File: config.mk
export PLATFORM = sky130hd
export DESIGN_NAME = fetch_ctrl
export DESIGN_NICKNAME = d
export VERILOG_FILES = /design/src/rtl/fetch_pkg.sv /design/src/rtl/fetch_ctrl_sat_counter.sv /design/src/rtl/fetch_ctrl.sv
export SDC_FILE = /design/constraint.sdc
export NUM_CORES = 1
export LEC_CHECK = 0
export ABC_AREA = 1
export BUFFER_PORTS_ARGS = -buffer_cell sky130_fd_sc_hd__buf_4
export CAP_MARGIN = 25
export CORE_ASPECT_RATIO = 0.8
export CORE_UTILIZATION = 50
export DETAILED_ROUTE_END_ITERATION = 12
export PLACE_DENSITY = 0.83
export SYNTH_ARGS = -nofsm -noshare
export SYNTH_HDL_FRONTEND = slang
export SYNTH_SLANG_ARGS = --single-unit
File: constraint.sdc
create_clock -name CLK -period 4.07 [get_ports CLK]
set_input_delay 0.407 -clock CLK [delete_from_list [all_inputs] [get_ports CLK]]
set_output_delay 0.407 -clock CLK [all_outputs]
set_load 0.005 [all_outputs]
File: src/rtl/fetch_pkg.sv
// Shared types and default widths for the fetch sequencer.
package fetch_pkg;

  typedef enum logic [1:0] {IDLE, RUN, HALTED} fetch_state_t;

  localparam int PC_W_DEF  = 8;
  localparam int CNT_W_DEF = 16;

endpackage

File: src/rtl/fetch_ctrl_sat_counter.sv
// Saturating up-counter; clear beats increment, sticks at all-ones.
module sat_counter #(
  parameter int W = 16
) (
  input  logic         CLK,
  input  logic         RST_n,
  input  logic         clr,
  input  logic         inc,
  output logic [W-1:0] q
);

  logic [W-1:0] q_q;
  logic [W-1:0] q_d;

  always_comb begin
    q_d = q_q;
    if (clr) begin
      q_d = '0;
    end else if (inc && (q_q != '1)) begin
      q_d = q_q + W'(1);
    end
  end

  always_ff @(posedge CLK or negedge RST_n) begin
    if (!RST_n) begin
      q_q <= '0;
    end else begin
      q_q <= q_d;
    end
  end

  assign q = q_q;

endmodule

File: src/rtl/fetch_ctrl.sv
// Program-counter / fetch sequencer: start, stall, branch and halt handling
// with a saturating retired-instruction counter.
module fetch_ctrl
  import fetch_pkg::*;
#(
  parameter int PC_W  = PC_W_DEF,
  parameter int CNT_W = CNT_W_DEF
) (
  input  logic             CLK,
  input  logic             RST_n,
  input  logic             start,
  input  logic [PC_W-1:0]  start_addr,
  input  logic             stall,
  input  logic             branch_en,
  input  logic             branch_rel,
  input  logic [PC_W-1:0]  branch_tgt,
  input  logic             halt_req,
  output logic [PC_W-1:0]  imem_addr,
  output logic [PC_W-1:0]  pc,
  output logic             fetch_valid,
  output logic             halt,
  output logic [CNT_W-1:0] instr_count
);

  fetch_state_t    state_q, state_d;
  logic [PC_W-1:0] pc_q, pc_d;
  logic            halt_q, halt_d;
  logic            fetch_valid_q, fetch_valid_d;
  logic            cnt_clr, cnt_inc;

  // Relative target: offset is two's complement, result wraps modulo 2^PC_W.
  function automatic logic [PC_W-1:0] rel_target(input logic [PC_W-1:0] base,
                                                 input logic [PC_W-1:0] off);
    logic signed [PC_W:0] sum;
    sum = $signed({1'b0, base}) + $signed({off[PC_W-1], off});
    return sum[PC_W-1:0];
  endfunction

  always_comb begin
    state_d = state_q;
    pc_d    = pc_q;
    halt_d  = halt_q;
    cnt_clr = 1'b0;
    cnt_inc = 1'b0;
    if (start) begin
      state_d = RUN;
      pc_d    = start_addr;
      halt_d  = 1'b0;
      cnt_clr = 1'b1;
    end else if ((state_q == RUN) && !stall) begin
      cnt_inc = 1'b1;
      if (halt_req) begin
        state_d = HALTED;
        halt_d  = 1'b1;
      end else if (branch_en) begin
        pc_d = branch_rel ? rel_target(pc_q, branch_tgt) : branch_tgt;
      end else begin
        pc_d = pc_q + PC_W'(1);
      end
    end
    fetch_valid_d = (state_d == RUN);
  end

  always_ff @(posedge CLK or negedge RST_n) begin
    if (!RST_n) begin
      state_q       <= IDLE;
      pc_q          <= '0;
      halt_q        <= 1'b0;
      fetch_valid_q <= 1'b0;
    end else begin
      state_q       <= state_d;
      pc_q          <= pc_d;
      halt_q        <= halt_d;
      fetch_valid_q <= fetch_valid_d;
    end
  end

  sat_counter #(.W(CNT_W)) u_instr_cnt (
    .CLK   (CLK),
    .RST_n (RST_n),
    .clr   (cnt_clr),
    .inc   (cnt_inc),
    .q     (instr_count)
  );

  assign pc          = pc_q;
  assign imem_addr   = pc_q;
  assign fetch_valid = fetch_valid_q;
  assign halt        = halt_q;

endmodule

==> results by group, run 1 <==
Clock tree
  • CTS root buf: clkbuf_8
  • CTS HTree Levels: 1
  • Hold buffers post-CTS: 0
  • # clock sinks: 28
  • CTS tree: built
  • Clock latency at the later pin of the worst-skew pair: 280 ps
  • Setup bufs post-CTS: 0
  • Max Root-Sink Buffers: 2
  • Num CTS Buffers: 3
  • Post_cts resized: 0
  • Worst-path clk slew: 100 ps

Floorplanning
  • Initial Util: 52.8%
  • Core area: 4230 µm²
  • Die ar.: 4740 µm²
  • Die span in x: 76.7 µm
  • Number of top-level pins: 57
  • Die Y: 61.8 µm
  • Cell row count: 21

Logic synthesis
  • Main synth FF type: dfrtp_1
  • Fraction of registers with async set/reset: 100%
  • Synth Register Bits: 28
  • Synthesized cell area: 2230 µm²
  • Syn_nets: 353
  • Avg Cell Area, Syn: 6.98 µm²
  • Register area share after synthesis: 31.4%
  • EDFF count, synth: 0
  • Post-synth cell types: 34
  • Yosys warns: 0
  • Cells after synthesis: 320

Power
  • Max IR drop VDD: 0.000240 V
  • LEAKAGE: 1.34 nW
  • Tot Pwr: 852 µW
  • Pwr Density: 317 nW/µm²

Detailed routing
  • Vias/cell: 5.31
  • Antenna-violating nets left: 0
  • DRT iter0 DRCs: 155
  • Routed WL: 5.27 mm
  • Avg WL per Cell: 12.5 µm
  • Remaining DRCs: 0
  • Vias: 2234
  • Detailed Routing Iterations Pass 1: 4

Timing
  • Final setup viols: 0
  • Slew @ Worst Pin: 754 ps
  • Clk_skew: 5.83 ps
  • Final hold vios: 0
  • Final slew viol count: 0
  • Final Critical Period: 1960 ps
  • RSZ-0062 raised after global routing: false
  • Fin crit share: 48.2%
  • Max-Slew Margin vs Limit: 49.4%
  • Maximum clock frequency: 0.510 GHz
  • TNS Setup: 0 ps

GRT
  • Number of global-route vias before repair: 1923
  • First-pass GRT wire length: 8.75 mm
  • GRT Residual Overflow: 0
  • Initial antenna violation count: 0
  • Largest net degree at the start of global routing: 29
  • Tot GR Track Use: 23.5%

Worst setup path
  • CP Capture Type: register
  • CP dominant cell by count: nand2_1
  • Max incr delay on CP: 490 ps
  • CP Data Arrival Time: 2150 ps
  • Crit path max-delay cell type: dfrtp_1
  • CP max FO: 7
  • Critical path cell sequence: ha_1 > inv_1 > fa_1 > inv_1 > nand2_1 > nand2_1 > nand3b_1 > nand3_1 > nand3_1 > nand2_1 > nand2_1 > nand2_1 > nand2_1
  • CP Launch Type: register
  • Critical Path RT: 4260 ps
  • Critical path type: reg -> reg

Placement
  • Placer Congestion: 0.895
  • Final HPWL DP: 3.90 mm
  • Dpl cells: 416
  • Dpl cell area: 2610 µm²
  • I/O Buffers: 56

Finish
  • Final net count: 398
  • Share of layout cells above drive strength 1: 19.5%
  • Finished Layout Cells: 421
  • Finished Cell Area: 2690 µm²
  • Ant diodes: 0
  • Layout fillers: 393
  • Multi-input gate area: 1310 µm²
  • Area Growth Syn to Fin: 20.3%
  • Sequential cell area: 701 µm²

Min path
  • Worst hold path class: in -> async

Outcome
  • Status: completed

Flow run
  • # Max-Cap Violations: 0
registers in the layout, indices dropped and copies added (netlist names):
name           count
imem_addr          8
halt               1
fetch_valid        1
state_q            2
u_instr_cnt.q     16
worst paths after layout:
check                                          from                       endpoint  slack, ps  cells past startpoint
setup reg to reg           imem_addr[0]$_DFFE_PN0P_       imem_addr[6]$_DFFE_PN0P_       2110                     13
hold reg to reg                    halt$_DFFE_PN0P_               halt$_DFFE_PN0P_        520                      2
hold / removal                                RST_n  u_instr_cnt.q[15]$_DFFE_PN0P_         20                      1
min in group CLK                      start_addr[2]       imem_addr[2]$_DFFE_PN0P_        440                      3
setup / recovery           imem_addr[0]$_DFFE_PN0P_       imem_addr[6]$_DFFE_PN0P_       2110                     13
max in group asynchronous                     RST_n  u_instr_cnt.q[14]$_DFFE_PN0P_       3790                      1
synth_stat cells (2+ instances only):
cell type | count | area share, %
buf_8 | 2 | 1.3
dfrtp_1 | 28 | 31
xor2_1 | 8 | 3.1
nand3_2 | 2 | 0.90
nor2_1 | 49 | 8.2
mux2i_1 | 2 | 0.90
a31oi_1 | 2 | 0.56
inv_1 | 28 | 4.7
ha_1 | 9 | 5.0
nand4_1 | 7 | 2.0
o31ai_1 | 11 | 3.7
buf_4 | 8 | 2.7
nand3b_1 | 2 | 0.67
clkbuf_1 | 6 | 1.0
nand2_1 | 78 | 13
xnor2_1 | 5 | 2.0
nand3_1 | 33 | 7.4
o21ai_0 | 14 | 3.1
a21oi_1 | 9 | 2.0
or2_2 | 2 | 0.56
a31o_2 | 2 | 0.78
cell usage in the layout, fill, tap and decap left out, types with 2 or more instances in the layout:
cell,count
a21oi_1,9
a31o_2,2
a31oi_1,2
buf_4,57
clkbuf_8,3
dfrtp_1,28
ha_1,9
inv_1,28
mux2i_1,2
nand2_1,78
nand3_1,33
nand3_2,2
nand3b_1,2
nand4_1,7
nor2_1,49
o21ai_0,14
o31ai_1,11
or2_2,2
xnor2_1,5
xor2_1,8
layout make-up:
cell class / instances / share of cell area (%)
Multi-Input combinational cell: 246 / 48.6
Inverter: 29 / 4.05
Tap cell: 57 / 2.65
Clock inverter: 1 / 1.12
Timing Repair Buffer: 57 / 15.9
Clock buffer: 3 / 1.54
Sequential cell: 28 / 26.1
power by group:
group | internal, mW | switching, mW
sequential | 0.302 | 0.0436
combinational | 0.134 | 0.148
clock | 0.132 | 0.0926
total | 0.568 | 0.284
routing by layer:
layer	part of all wire [%]	GRT usage, %	up-vias
li1	-	-	1136
met1	49	31.9	1022
met2	45	40.3	72
met3	5.7	3.80	4
met4	0.44	5.22	0
met5	0	0	-
stage by stage:
stage          util, %  hold WS [ps]  worst slack (ps)
6_report          63.5          19.2              2110
4_1_cts           63.4          29.2              2100
3_5_place_dp      61.7           347              2050
5_1_grt           63.5          45.5              1930
3_3_place_gp      61.7           344              2160
2_1_floorplan        -           111              2300
critical path, delay by kind of cell (launching register included):
family	cells	cell delay (ps)
adders and majority gates	2	610
buffers and inverters	2	120
DFF	1	490
and+or+nand+nor	9	650
cells by family (layout without fill, tap and decap cells):
group | Yosys count | count (layout) | synth area share, %
and+or+nand+nor | 181 | 181 | 35.9
buffers and inverters | 46 | 90 | 10.1
AOI/OAI and AO/OA | 40 | 40 | 10.7
DFF | 28 | 28 | 31.4
xor gates and xnor gates | 13 | 13 | 5.10
adders and majority gates | 10 | 10 | 5.94
muxes | 2 | 2 | 0.896
No activity file was read; power rests on OpenSTA's default activity.
==> inputs of run 2 (changes only) <==
Settings changed: ABC_AREA 1 to 0, CORE_UTILIZATION 50 to 47.
Clock period 4.07 ns to 1.8 ns, I/O delays scaled along.
==> run 2 against run 1 <==
  * The run now ends with negative setup slack left
  * Critical path depth decreased by 5
  * Core utilization rose by 9.1 points
  * Sequential power up 100%
  * Register-to-register slack lost 2200 ps
  * Design area increased by 6.2%
  * Highest routed layer unchanged
  * Critical path type unchanged
  * Clock power increased by 50%
  * Wire length increased by 8.5%
  * Sequential share of layout area down 1.5 points
==> results by group, run 2 <==
Timing
  • Final hold vios: 0
  • Slew @ Worst Pin: 367 ps
  • Final slew viol count: 0
  • Maximum clock frequency: 0.517 GHz
  • Fin crit share: 107%
  • Worst hold margin: 106 ps
  • RSZ-0062 raised after global routing: true
  • PnR worst setup slack: -134 ps
  • Final Critical Period: 1930 ps
  • Final setup viols: 11
  • Clk_skew: 6.55 ps
  • Max-Slew Margin vs Limit: 75.5%

Placement
  • Dpl cell area: 2610 µm²
  • I/O Buffers: 56
  • Placer Congestion: 0.886
  • Final HPWL DP: 3.86 mm

Power
  • Clk network pwr share: 20.6%
  • Combinational Power Share: 37.0%
  • Max IR drop VDD: 0.000392 V
  • Switching share of power: 31.4%
  • Sequential share of power: 42.3%
  • Tot Pwr: 1.64 mW
  • LEAKAGE: 1.35 nW
  • Pwr Density: 573 nW/µm²
  • Pint: 1.12 mW
  • P_sw: 513 µW

Finish
  • Area Growth Syn to Fin: 43.1%
  • Finished Cell Area: 2850 µm²
  • Share of layout cells above drive strength 1: 39.3%
  • Layout fillers: 279
  • Most frequent cells in the layout: buf_4, nor2_1, dfrtp_1
  • Ant diodes: 0
  • Commonest non-fill, non-tap cell in the layout: buf_4
  • Max FFs per register: 16
  • Final net count: 348

Logic synthesis
  • Synth top cells by count: nor2_1, dfrtp_1, nand2_1, a21oi_1, inv_1
  • Synthesized cell area: 1990 µm²
  • Post-synthesis mux area share: 2.57%
  • Main synth FF type: dfrtp_1
  • EDFF count, synth: 0
  • Most instantiated library cell after synthesis: nor2_1
  • Yosys warns: 0
  • Adder-cell area share of the yosys netlist: 6.65%
  • Synth Area in Compound Gates: 19.1%
  • Syn_nets: 269
  • Register area share after synthesis: 35.1%
  • Fraction of registers with async set/reset: 100%
  • Simple-gate share of the synthesized area: 21.4%
  • Synth area leader: dfrtp_1
  • Synth Register Bits: 28
  • Post-synth cell types: 46
  • Avg Cell Area, Syn: 8.45 µm²
  • Most area-consuming cells after synthesis: dfrtp_1, nor2_1, ha_1
  • Cells after synthesis: 236
  • Area share of the largest cell type after synthesis: 35.1%
  • Post-Synth XOR/XNOR Area: 8.34%
  • Largest family of logic cells by synthesized area: simple AND/OR/NAND/NOR gates

GRT
  • GRT Max-Usage Layer: met2
  • Met2 Use GR: 40.5%
  • M3 GR Usage: 4.22%
  • Largest net degree at the start of global routing: 29
  • Tot GR Track Use: 24.8%
  • GR Util met1: 33.6%
  • First-pass GRT wire length: 8.51 mm
  • Initial antenna violation count: 0
  • GRT Residual Overflow: 0
  • Number of global-route vias before repair: 1866

Outcome
  • Failing checks: negative setup slack
  • Status: finished with violations

Worst setup path
  • CP Launch Type: register
  • R2R Path Start: imem_addr[1]$_DFFE_PN0P_
  • Crit path max-delay cell type: dfrtp_1
  • CP Buf/Inv Count: 1
  • Worst r2r path cells: 8
  • Critical path type: reg -> reg
  • Critical Path RT: 1970 ps
  • Critical path cell sequence: ha_4 > a211oi_2 > nor2_1 > o21a_1 > buf_4 > a2111oi_4 > nor3_2 > a211o_1
  • Max incr delay on CP: 430 ps
  • CP Capture Type: register
  • FF-to-FF End: imem_addr[7]$_DFFE_PN0P_
  • CP Data Arrival Time: 2100 ps
  • CP max FO: 3
  • Crit path max-delay family: compound AO/OA/AOI/OAI gates
  • Setup slack, reg-to-reg: -130 ps

Min path
  • Worst hold path class: in -> reg
  • Worst Min Path Start: start_addr[2]
  • WHS Endpoint: imem_addr[2]$_DFFE_PN0P_
  • Hold Path Cell Cnt: 3

Floorplanning
  • Die Y: 60.3 µm
  • Die span in x: 74.8 µm
  • Cell row count: 20
  • Core area: 3930 µm²
  • Number of top-level pins: 57
  • Die ar.: 4510 µm²
  • Initial Util: 50.8%

Clock tree
  • CTS HTree Levels: 1
  • Clock latency at the later pin of the worst-skew pair: 270 ps
  • Worst-path clk slew: 90 ps
  • Num CTS Buffers: 3
  • CTS root buf: clkbuf_8
  • CTS tree: built
  • Max Root-Sink Buffers: 2
  • # clock sinks: 28

Detailed routing
  • Routed WL: 5.72 mm
  • Remaining DRCs: 0
  • Antenna-violating nets left: 0
  • Detailed Routing Iterations Pass 1: 5
  • DRT iter0 DRCs: 244
  • Vias/cell: 5.53
  • Vias: 2036
  • Avg WL per Cell: 15.5 µm

Flow run
  • # Max-Cap Violations: 0
## run 2: changes by cell type in the layout (fill, tap and decap cells not counted), sizes merged, moves of 10 or more
cell | previous run | this run
nand2 | 80 | 19
nand3 | 35 | 5
buf | 57 | 90
o31ai | 11 | 1
inv | 28 | 11
nor2 | 50 | 37
## run 2: cell families after synthesis
kind of cell | Yosys count
AO/OA/AOI/OAI | 56
multiplexers | 5
XOR/XNOR | 19
flip-flops | 28
adder cells (fa/ha/maj) | 10
buffers and inverters | 28
AND/OR/NAND/NOR | 90
## run 2: worst register-to-register path: stages, from the launching register on
cell       delay, ps
dfrtp_1          430
ha_4             230
a211oi_2         180
nor2_1            80
o21a_1           220
buf_4            150
a2111oi_4        200
nor3_2            90
a211o_1          270
## run 2: how the worst max path moves through the flow
stage | start | end | slack, ps | depth (start not counted)
final | imem_addr[1]$_DFFE_PN0P_ | imem_addr[7]$_DFFE_PN0P_ | -130 | 8
after global routing | imem_addr[1]$_DFFE_PN0P_ | imem_addr[7]$_DFFE_PN0P_ | -240 | 8
after CTS | imem_addr[1]$_DFFE_PN0P_ | imem_addr[7]$_DFFE_PN0P_ | -110 | 8
after detailed placement | imem_addr[1]$_DFFE_PN0P_ | imem_addr[7]$_DFFE_PN0P_ | -190 | 7
after global placement | imem_addr[1]$_DFFE_PN0P_ | imem_addr[7]$_DFFE_PN0P_ | -130 | 7
after floorplan | imem_addr[1]$_DFFE_PN0P_ | imem_addr[7]$_DFFE_PN0P_ | -180 | 7
## run 2: final cells by class
type / instances / area [µm²] / area share [%]
inverter: 11 / 41.3 / 1.45
multi-input combinational: 180 / 1310 / 45.9
tap: 55 / 68.8 / 2.41
sequential: 28 / 701 / 24.6
timing repair buffer: 91 / 693 / 24.3
clock buffer: 3 / 41.3 / 1.45
## run 2: power by group through the flow
| stage | Combinational, mW | Sequential (mW) | Clock (mW) |
|---|---|---|---|
| floorplan | 0.298 | 0.711 | 0 |
| global placement | 0.518 | 0.699 | 0 |
| detailed placement | 0.533 | 0.701 | 0 |
| CTS | 0.577 | 0.690 | 0.348 |
| global route | 0.661 | 0.697 | 0.374 |
| finish | 0.605 | 0.692 | 0.338 |
## run 2: through the flow
stage	setup TNS, ps	setup slack [ps]	util [%]	instances
final	-708	-134	72.6	368
after global routing	-2100	-239	72.6	368
after CTS	-288	-109	70.4	364
after detailed placement	-692	-193	66.4	356
after global placement	-322	-129	66.4	356
after floorplan	-220	-179	-	236
## run 2: timing repair
action / in CTS / in global routing
endpoints found under the hold margin: 28 / 0
setup endpoints to repair: 14 / 22
hold buffers: 1 / 0
setup buffers: 4 / 4
pin swaps: 14 / 9
resized for setup: 13 / 15
## run 2: metal layers
layer / share of wire [%] / up-vias
li1: - / 983
met1: 44 / 958
met2: 49 / 83
met3: 4.3 / 12
met4: 2.6 / 0
met5: 0 / -
